<file path="src/rtl/fs_accel_cfg_master_if.sv">
// Accelerator control-port bus between the config master and the control slave.
// Writes are single-cycle strobes with no ready/backpressure; the read side is a
// continuously driven status word at a fixed address.
interface fs_accel_cfg_master_if;
  logic        al_accel_mem_valid;
  logic [31:0] al_accel_ctrl_waddr;
  logic [31:0] al_accel_ctrl_wdata;
  logic [31:0] al_accel_ctrl_raddr;
  logic [31:0] al_accel_ctrl_rdata;

  modport master (
    output al_accel_mem_valid,
    output al_accel_ctrl_waddr,
    output al_accel_ctrl_wdata,
    output al_accel_ctrl_raddr,
    input  al_accel_ctrl_rdata
  );

  modport slave (
    input  al_accel_mem_valid,
    input  al_accel_ctrl_waddr,
    input  al_accel_ctrl_wdata,
    input  al_accel_ctrl_raddr,
    output al_accel_ctrl_rdata
  );
endinterface

</file>
<file path="src/rtl/fs_accel_cfg_master.sv">
// fs_accel_cfg_master: runs one accelerator job end to end without the CPU.
// Sequence: slave -> CFG, copy NUM_CFG words from the config ROM into the slave's
// config registers, slave -> RUN, poll status until FIN, slave -> RST, pulse done.
// Optional build macro FS_ACCEL_CFG_WDOG_EN adds a WAIT_FIN watchdog that gives up
// after TIMEOUT_CYC cycles and flags err_timeout; without it err_timeout is tied low.
module fs_accel_cfg_master #(
  parameter logic [31:0] BASE_ADDR   = 32'h0200_1000,
  parameter logic [31:0] CTRL_ADDR   = 32'h0200_1050,
  parameter int          NUM_CFG     = 19,
  parameter int          ROM_AW      = 5,
  parameter int          TIMEOUT_CYC = 65535
) (
  input  logic                  clk,
  input  logic                  reset,
  input  logic                  start,
  input  logic                  abort,
  output logic [ROM_AW-1:0]     cfg_rom_addr,
  input  logic [31:0]           cfg_rom_rdata,
  fs_accel_cfg_master_if.master bus,
  output logic                  busy,
  output logic                  done,
  output logic                  err_abort,
  output logic                  err_timeout
);

  typedef enum logic [2:0] {
    S_IDLE,
    S_ENTER_CFG,
    S_FETCH,
    S_WR_REG,
    S_ENTER_RUN,
    S_WAIT_FIN,
    S_EXIT,
    S_DONE
  } state_t;

  localparam logic [ROM_AW-1:0] LAST_IDX = ROM_AW'(NUM_CFG - 1);
  localparam logic [ROM_AW-1:0] IDX_ONE  = ROM_AW'(1);

  state_t            state;
  state_t            state_next;
  logic [ROM_AW-1:0] idx;
  logic [ROM_AW-1:0] idx_next;
  logic              clr_err;
  logic              set_abort;
  logic              set_timeout;
  logic              wdog_expired;
  logic              abortable;
  logic              fin_seen;
  logic              wr_valid;
  logic [31:0]       wr_addr;
  logic [31:0]       wr_data;
  logic [31:0]       reg_addr;
  logic [29:0]       unused_rdata;

  // Only the mode field of the status word matters to this master.
  assign fin_seen     = (bus.al_accel_ctrl_rdata[1:0] == 2'd3);
  assign unused_rdata = bus.al_accel_ctrl_rdata[31:2];

  // Config register idx sits at BASE_ADDR + 4*idx; idx is zero-extended to 32 bits.
  assign reg_addr = BASE_ADDR + {{(30 - ROM_AW){1'b0}}, idx, 2'b00};

  // abort is honoured only while a job is actively configuring or running.
  assign abortable = (state == S_ENTER_CFG) || (state == S_FETCH) ||
                     (state == S_WR_REG)    || (state == S_ENTER_RUN) ||
                     (state == S_WAIT_FIN);

  // State and ROM index registers; reset drops any job in progress straight to IDLE.
  always_ff @(posedge clk or posedge reset) begin
    if (reset) begin
      state <= S_IDLE;
      idx   <= '0;
    end else begin
      state <= state_next;
      idx   <= idx_next;
    end
  end

  // Next-state, index update and the write strobe decoded from the current state.
  always_comb begin
    state_next  = state;
    idx_next    = idx;
    clr_err     = 1'b0;
    set_abort   = 1'b0;
    set_timeout = 1'b0;
    wr_valid    = 1'b0;
    wr_addr     = '0;
    wr_data     = '0;
    case (state)
      S_IDLE: begin
        if (start) begin
          state_next = S_ENTER_CFG;
          idx_next   = '0;
          clr_err    = 1'b1;
        end
      end
      S_ENTER_CFG: begin
        wr_valid   = 1'b1;
        wr_addr    = CTRL_ADDR;
        wr_data    = 32'd1;
        state_next = S_FETCH;
      end
      S_FETCH: begin
        state_next = S_WR_REG;
      end
      S_WR_REG: begin
        wr_valid = 1'b1;
        wr_addr  = reg_addr;
        wr_data  = cfg_rom_rdata;
        if (idx == LAST_IDX) begin
          state_next = S_ENTER_RUN;
        end else begin
          idx_next   = idx + IDX_ONE;
          state_next = S_FETCH;
        end
      end
      S_ENTER_RUN: begin
        wr_valid   = 1'b1;
        wr_addr    = CTRL_ADDR;
        wr_data    = 32'd2;
        state_next = S_WAIT_FIN;
      end
      S_WAIT_FIN: begin
        if (fin_seen) begin
          state_next = S_EXIT;
        end else if (wdog_expired) begin
          state_next  = S_EXIT;
          set_timeout = 1'b1;
        end
      end
      S_EXIT: begin
        wr_valid   = 1'b1;
        wr_addr    = CTRL_ADDR;
        wr_data    = 32'd0;
        state_next = S_DONE;
      end
      S_DONE: begin
        state_next = S_IDLE;
      end
      default: begin
        state_next = S_IDLE;
      end
    endcase
    // abort overrides FIN and watchdog expiry; the write decoded above still goes out.
    if (abort && abortable) begin
      state_next  = S_EXIT;
      idx_next    = idx;
      set_abort   = 1'b1;
      set_timeout = 1'b0;
    end
  end

  // Sticky abort flag, cleared only when a new job is accepted.
  always_ff @(posedge clk or posedge reset) begin
    if (reset) begin
      err_abort <= 1'b0;
    end else if (clr_err) begin
      err_abort <= 1'b0;
    end else if (set_abort) begin
      err_abort <= 1'b1;
    end
  end

`ifdef FS_ACCEL_CFG_WDOG_EN
  localparam logic [15:0] WDOG_LAST = 16'(TIMEOUT_CYC - 1);

  logic [15:0] wdog_cnt;

  // Counts cycles spent in WAIT_FIN; zero on the first cycle of every visit.
  always_ff @(posedge clk or posedge reset) begin
    if (reset) begin
      wdog_cnt <= '0;
    end else if (state != S_WAIT_FIN) begin
      wdog_cnt <= '0;
    end else begin
      wdog_cnt <= wdog_cnt + 16'd1;
    end
  end

  // Expiry on the TIMEOUT_CYC-th WAIT_FIN cycle, so EXIT follows TIMEOUT_CYC cycles after entry.
  assign wdog_expired = (state == S_WAIT_FIN) && (wdog_cnt == WDOG_LAST);

  // Sticky timeout flag, cleared only when a new job is accepted.
  always_ff @(posedge clk or posedge reset) begin
    if (reset) begin
      err_timeout <= 1'b0;
    end else if (clr_err) begin
      err_timeout <= 1'b0;
    end else if (set_timeout) begin
      err_timeout <= 1'b1;
    end
  end
`else
  logic [16:0] unused_wdog;

  assign wdog_expired = 1'b0;
  assign err_timeout  = 1'b0;
  assign unused_wdog  = {set_timeout, 16'(TIMEOUT_CYC)};
`endif

  assign busy         = (state != S_IDLE);
  assign done         = (state == S_DONE);
  assign cfg_rom_addr = idx;

  assign bus.al_accel_mem_valid  = wr_valid;
  assign bus.al_accel_ctrl_waddr = wr_addr;
  assign bus.al_accel_ctrl_wdata = wr_data;
  assign bus.al_accel_ctrl_raddr = CTRL_ADDR;

endmodule

</file>
<file path="src/flat_wrapper.sv">
// flat-port wrapper written by rule: the top's interface ports become plain ports
module fs_accel_cfg_master_flat 
#(
  parameter logic [31:0] BASE_ADDR   = 32'h0200_1000,
  parameter logic [31:0] CTRL_ADDR   = 32'h0200_1050,
  parameter int          NUM_CFG     = 19,
  parameter int          ROM_AW      = 5,
  parameter int          TIMEOUT_CYC = 65535
)
  (clk, reset, start, abort, cfg_rom_addr, cfg_rom_rdata, busy, done, err_abort, err_timeout, bus_al_accel_mem_valid, bus_al_accel_ctrl_waddr, bus_al_accel_ctrl_wdata, bus_al_accel_ctrl_raddr, bus_al_accel_ctrl_rdata);
  fs_accel_cfg_master_if bus_i ();
  input  logic clk;
  input  logic reset;
  input  logic start;
  input  logic abort;
  output logic [ROM_AW-1:0] cfg_rom_addr;
  input  logic [31:0] cfg_rom_rdata;
  output logic busy;
  output logic done;
  output logic err_abort;
  output logic err_timeout;
  output wire logic [$bits(bus_i.al_accel_mem_valid)-1:0] bus_al_accel_mem_valid;
  output wire logic [$bits(bus_i.al_accel_ctrl_waddr)-1:0] bus_al_accel_ctrl_waddr;
  output wire logic [$bits(bus_i.al_accel_ctrl_wdata)-1:0] bus_al_accel_ctrl_wdata;
  output wire logic [$bits(bus_i.al_accel_ctrl_raddr)-1:0] bus_al_accel_ctrl_raddr;
  input wire logic [$bits(bus_i.al_accel_ctrl_rdata)-1:0] bus_al_accel_ctrl_rdata;
  assign bus_al_accel_mem_valid = bus_i.al_accel_mem_valid;
  assign bus_al_accel_ctrl_waddr = bus_i.al_accel_ctrl_waddr;
  assign bus_al_accel_ctrl_wdata = bus_i.al_accel_ctrl_wdata;
  assign bus_al_accel_ctrl_raddr = bus_i.al_accel_ctrl_raddr;
  assign bus_i.al_accel_ctrl_rdata = bus_al_accel_ctrl_rdata;
  fs_accel_cfg_master #(.BASE_ADDR(BASE_ADDR), .CTRL_ADDR(CTRL_ADDR), .NUM_CFG(NUM_CFG), .ROM_AW(ROM_AW), .TIMEOUT_CYC(TIMEOUT_CYC)) u_core (.clk(clk), .reset(reset), .start(start), .abort(abort), .cfg_rom_addr(cfg_rom_addr), .cfg_rom_rdata(cfg_rom_rdata), .bus(bus_i), .busy(busy), .done(done), .err_abort(err_abort), .err_timeout(err_timeout));
endmodule
</file>
<file path="config.mk">
export PLATFORM = sky130hd
export DESIGN_NAME = fs_accel_cfg_master_flat
export DESIGN_NICKNAME = d
export VERILOG_FILES = /design/src/rtl/fs_accel_cfg_master_if.sv /design/src/rtl/fs_accel_cfg_master.sv /design/src/flat_wrapper.sv
export SDC_FILE = /design/constraint.sdc
export NUM_CORES = 1
export LEC_CHECK = 0
export CORE_MARGIN = 4
export CORE_UTILIZATION = 27
export CTS_CLUSTER_DIAMETER = 60
export DETAILED_ROUTE_END_ITERATION = 10
export PLACE_DENSITY = 0.95
export SYNTH_ARGS = -nofsm -noshare
export SYNTH_HDL_FRONTEND = slang
export SYNTH_SLANG_ARGS = --single-unit
export TNS_END_PERCENT = 10
</file>
<file path="constraint.sdc">
create_clock -name clk -period 2.05 [get_ports clk]
set_input_delay 0.41 -clock clk [delete_from_list [all_inputs] [get_ports clk]]
set_output_delay 0.41 -clock clk [all_outputs]
set_load 0.02 [all_outputs]
</file>
==> results of run 1 <==
==> layout make-up <==
class | instances | share of cell area, %
Clock buffer | 4 | 2.38
Inverter | 7 | 1.39
Multi-Input combinational cell | 147 | 40.5
Sequential cell | 9 | 11.9
Tap cell | 52 | 3.44
Timing Repair Buffer | 93 | 40.3
==> synth_stat cells (2+ instances only) <==
cell type / number / area share, %
a21oi_1: 7 / 2.7
and2_1: 33 / 16
buf_4: 59 / 35
clkbuf_1: 6 / 1.8
conb_1: 2 / 0.59
dfrtp_1: 9 / 18
ha_1: 2 / 2.0
inv_1: 7 / 2.1
mux2i_1: 3 / 2.4
nand2_1: 9 / 2.6
nand2b_1: 5 / 2.5
nand3_1: 2 / 0.79
nor2_1: 6 / 1.8
nor3_1: 3 / 1.2
o21ai_0: 6 / 2.4
or4_1: 2 / 1.2
==> report_power, final <==
part / total (mW) / leakage (nW) / switching, mW / internal [mW]
clock: 0.217 / 0.0228 / 0.0805 / 0.136
combinational: 1.39 / 0.862 / 0.835 / 0.551
sequential: 0.335 / 0.110 / 0.0861 / 0.249
==> stage by stage <==
stage | utilization (%) | cells | TNS [ns] | area, um^2 | total power, mW
global placement | 44.5 | 308 | -0.0242 | 1990 | 1.83
global route | 42.2 | 312 | -0.00330 | 1890 | 2.07
finish | 42.2 | 312 | 0 | 1890 | 1.94
CTS | 44.5 | 312 | 0 | 1990 | 1.96
detailed placement | 44.5 | 308 | -0.349 | 1990 | 1.87
floorplan | - | 229 | 0 | 1490 | 1.25
==> cell families (layout without fill, tap and decap cells) <==
kind of cell / count (synthesis) / after routing / synth area share [%]
and+or+nand+nor: 66 / 66 / 30.2
muxes: 3 / 3 / 2.36
other: 2 / 58 / 0.589
DFF: 9 / 9 / 17.7
AOI/OAI and AO/OA: 18 / 18 / 8.24
adders and majority gates: 2 / 2 / 1.96
buffers and inverters: 73 / 104 / 39.0
==> critical path, stage by stage (launching register included) <==
cell	delay [ns]
dfrtp_1	0.39
nand2b_1	0.17
nor2_2	0.12
buf_6	0.18
and2_1	0.15
clkdlybuf4s15_1	0.30
==> sequential cells by signal, indices dropped and copies added (netlist names) <==
signal and cells:
u_core.state 3, u_core.cfg_rom_addr 5, u_core.err_abort 1
==> path summary, 6_finish.rpt <==
check	from	to	slack, ns	depth (start not counted)
worst max-delay path	u_core.state[2]	bus_al_accel_ctrl_wdata[21]	0.08	5
worst min-delay path	reset	u_core.cfg_rom_addr[2]	0.44	2
worst max register to register	u_core.cfg_rom_addr[0]	u_core.cfg_rom_addr[0]	0.43	5
worst min register to register	u_core.err_abort	u_core.err_abort	0.57	2
max in group asynchronous	reset	u_core.cfg_rom_addr[0]	1.35	2
min in group clk	u_core.err_abort	u_core.err_abort	0.57	2
==> metal layers <==
metal / track usage, % / part of all wire, % / routed length [um] / vias to the layer above
li1: - / - / - / 608
met2: 24.0 / 53 / 2040 / 86
met4: 3.80 / 0.62 / 24 / 0
met1: 11.1 / 35 / 1370 / 555
met5: 0 / 0 / 0 / -
met3: 3.51 / 11 / 433 / 4
==> what timing repair did <==
action                     4_1_cts  5_1_grt
setup buffers                    0        0
setup endpoints to repair       41       34
gates resized for setup         45       61
hold endpoints to repair         0        0
==> results.json, run 1 <==
{
  "status": "finished clean",
  "multi_input_area_um2": 766,
  "async_flop_share_pct": 100,
  "initialDrtViolationCount": 11,
  "setup_viol": 0,
  "critPathMaxFanout": 21,
  "setup.worst_path.start_class": "flop",
  "fmax_ghz": 0.508,
  "path_clk_slew_ns": 0.05,
  "track_usage_pct": 11.8,
  "p_per_area_nw_per_um2": 1030,
  "antenna_found_initial": 0,
  "nFillCells": 458,
  "skew_ns": 0.00369,
  "place_ws_ns": -0.0301,
  "fin_crit_ns": 1.97,
  "arrival_ns": 1.56,
  "synth_area_um2": 1270,
  "worstSetupEndpointType": "output pin",
  "gp_congestion": 0.745,
  "cts_buffers": 3,
  "synth_ff_type": "dfrtp_1",
  "setup_ws_ns": 0.0831,
  "ys_ff_latch": 9,
  "critical_path_class": "reg2out",
  "vias_per_cell": 4.02,
  "grt_pass1_vias": 1204,
  "whs_ns": 0.436,
  "routedWlPerCell_um": 12.4,
  "syn_avg_cell_area_um2": 7.37,
  "finalWirelength_um": 3870,
  "yosysSeqAreaShare_pct": 17.7,
  "placementRows": 24,
  "die_area_um2": 5890,
  "drive_above_1_share_pct": 16.5,
  "dieHeight_um": 76.7,
  "cts_num_sinks": 9,
  "grt_pass1_wl_um": 5750,
  "most-common-layout-cells": "conb_1 (58), clkdlybuf4s50_1 (43), and2_1 (33)",
  "htreeDepth": 1,
  "grt_start_max_net_pins": 22,
  "ant_nets": 0,
  "hp-class": "in2async",
  "coreArea_um2": 4470,
  "dr_total_vias": 1253,
  "syn-instance-count": 173,
  "ioPinCount": 174,
  "clk_path_buf_depth": 2,
  "first_pass_iters": 4,
  "synth_edf_count": 0,
  "port_buffers": 85,
  "place_hpwl_um": 3260,
  "route.detailed.drc": 0,
  "clk_latency_ns": 0.24,
  "register_area_um2": 225,
  "layout_commonest_cell": "conb_1",
  "holdBufCountCts": 0,
  "diodes": 0,
  "die_x_um": 76.7,
  "period_share_pct": 95.9,
  "ys_warn_count": 0,
  "cts_root_buf": "clkbuf_8",
  "cap_violations": 0,
  "overflow": 0,
  "ys_types": 28,
  "syn_to_final_growth_pct": 48.2,
  "cts_tree": "done",
  "nets": 331,
  "hold_viol_final": 0,
  "crit_required_ns": 1.64,
  "leakage_nw": 0.995,
  "start_util_pct": 28.5,
  "slew_violations": 0,
  "peakVddDrop_v": 0.000615,
  "rsz0062_at_grt": "yes"
}
No activity file was read; power rests on OpenSTA's default activity.
==> run 2, diff against run 1 <==
--- a/config.mk
+++ b/config.mk
@@ -6,10 +6,10 @@
 export NUM_CORES = 1
 export LEC_CHECK = 0
 export CORE_MARGIN = 4
-export CORE_UTILIZATION = 27
+export CORE_UTILIZATION = 23
 export CTS_CLUSTER_DIAMETER = 60
 export DETAILED_ROUTE_END_ITERATION = 10
-export PLACE_DENSITY = 0.95
+export PLACE_DENSITY = 0.88
 export SYNTH_ARGS = -nofsm -noshare
 export SYNTH_HDL_FRONTEND = slang
 export SYNTH_SLANG_ARGS = --single-unit
==> constraint.sdc (replaced) <==
create_clock -name clk -period 1.58 [get_ports clk]
set_input_delay 0.316 -clock clk [delete_from_list [all_inputs] [get_ports clk]]
set_output_delay 0.316 -clock clk [all_outputs]
set_load 0.02 [all_outputs]
==> run 2 against run 1 <==
Against the previous run: the run now ends with setup timing left; core utilization rose by 1.8 points; first-iteration DRC count fell by 27%; clock power rose by 25%; largest cell class is now buffers; sequential share of layout area fell by 2.2 points; largest power group unchanged; wire length rose by 12%.
==> results.json, run 2 (same netlist as run 1, synthesis figures left out) <==
{
  "coreArea_um2": 5240,
  "diodes": 0,
  "die_area_um2": 6800,
  "holdBufCountCts": 0,
  "cap_violations": 0,
  "critPathMaxFanout": 6,
  "final_core_util_pct": 44.0,
  "ioPinCount": 174,
  "grt_pass1_vias": 1258,
  "vias_per_cell": 3.90,
  "setup_viol": 35,
  "skew_ns": 0.000506,
  "clk_path_buf_depth": 2,
  "route.detailed.drc": 0,
  "rr_worst_depth": 4,
  "htreeDepth": 1,
  "r2r_start": "u_core.state[2]",
  "clk_latency_ns": 0.23,
  "rsz0062_at_grt": "yes",
  "path_clk_slew_ns": 0.05,
  "drive_above_1_share_pct": 37.9,
  "peakVddDrop_v": 0.00108,
  "initialDrtViolationCount": 8,
  "cts_tree": "done",
  "cp.buffers_inverters": 2,
  "arrival_ns": 1.40,
  "finalWirelength_um": 4320,
  "grt_start_max_net_pins": 16,
  "layout_commonest_cell": "conb_1",
  "first_pass_iters": 4,
  "path_cells": "nand2b_4 -> nor2_4 -> buf_6 -> and2_1 -> buf_6",
  "hp-class": "in2async",
  "hold_viol_final": 0,
  "syn_to_final_growth_pct": 80.9,
  "gp_congestion": 0.766,
  "cp_num_cells": 5,
  "ff2ff_setup_slack_ns": 0.03,
  "setup_ws_ns": -0.131,
  "dr_total_vias": 1334,
  "final_cell_area_um2": 2310,
  "post_dp_cell_area_um2": 2070,
  "nets": 343,
  "nFillCells": 541,
  "fmax_ghz": 0.584,
  "whs_ns": 0.359,
  "routedWlPerCell_um": 12.6,
  "grt_pass1_wl_um": 5930,
  "p_total_mw": 3.05,
  "slew_violations": 0,
  "crit_path_top_delay_cell": "dfrtp_1",
  "cts_root_buf": "clkbuf_8",
  "cts_buffers": 3,
  "p_per_area_nw_per_um2": 1320,
  "place_hpwl_um": 3470,
  "path_common_cell": "buf_6",
  "placementRows": 26,
  "antenna_found_initial": 0,
  "violations": "setup timing",
  "track_usage_pct": 11.1,
  "period_share_pct": 108,
  "setup.worst_path.start_class": "flop",
  "leakage_nw": 1.19,
  "start_util_pct": 24.3,
  "crit_required_ns": 1.26,
  "port_buffers": 85,
  "cp_top_family": "simple AND/OR/NAND/NOR gates",
  "largest_register_ffs": 5,
  "dieHeight_um": 82.5,
  "cts_num_sinks": 9,
  "die_x_um": 82.5,
  "most-common-layout-cells": "conb_1 (58), buf_6 (39), clkdlybuf4s50_1 (37)",
  "ant_nets": 0,
  "critPathLaunch": "u_core.state[2]",
  "fin_crit_ns": 1.71,
  "slowest_delay_ns": 0.37,
  "worstSetupEndpointType": "output pin",
  "status": "finished, violations left",
  "overflow": 0,
  "critical_path_class": "reg2out"
}
-- run 2: cell types whose count changed in the layout (fill, tap and decap cells not counted), moves of 6 or more --
cell,previous run,this run
buf_6,1,39
clkdlybuf4s50_1,43,37
buf_4,7,19
and2_4,0,29
clkbuf_2,29,1
and2_1,33,3
-- run 2: worst paths after layout --
| path | endpoint |
|---|---|
| hold reg to reg | u_core.cfg_rom_addr[4] |
| max in group asynchronous | u_core.state[2] |
| min in group clk | u_core.cfg_rom_addr[4] |
| setup reg to reg | u_core.cfg_rom_addr[3] |
| setup / recovery | bus_al_accel_ctrl_wdata[27] |
| hold / removal | u_core.cfg_rom_addr[1] |
-- run 2: worst register-to-register path: cells and delay by family, from the launching register on --
family / cells / cell delay, ns
simple gates: 2 / 0.75
flops: 1 / 0.37
buf+inv: 1 / 0.19
compound gates: 1 / 0.16
-- run 2: area by class of cell --
type	count	area (um^2)	area share, %
Tap cell	70	87.6	3.80
Multi-Input combinational cell	147	880	38.1
Sequential cell	9	225	9.77
Inverter	7	26.3	1.14
Timing Repair Buffer	105	1040	45.2
Clock buffer	4	45.0	1.95
-- run 2: timing repair --
action | CTS | global route
resized for setup | 271 | 23
buffers inserted | 0 | 1
setup endpoints to repair | 45 | 47
pin swaps | 18 | 13
gates cloned | 4 | 0
-- run 2: per-stage QoR --
step           setup slack (ns)  setup TNS (ns)  instances
2_1_floorplan           -0.0189          -0.506        229
6_report                 -0.131           -3.97        342
3_3_place_gp             -0.333          -12.18        333
4_1_cts                  -0.173           -5.55        341
5_1_grt                  -0.224           -7.10        342
3_5_place_dp             -0.374          -13.51        333
-- run 2: per-layer routing --
layer	part of all wire, %	track usage, %	vias to the layer above	routed length (um)
li1	-	-	638	-
met1	33	12.3	614	1410
met2	55	21.6	82	2390
met3	12	3.04	0	521
met4	0	0.997	0	0
met5	0	0	-	0
-- run 2: power breakdown --
part	switching [mW]	internal (mW)	total, mW
clock network	0.0960	0.176	0.272
registers	0.0772	0.324	0.401
logic	1.27	1.10	2.37
total	1.44	1.60	3.05
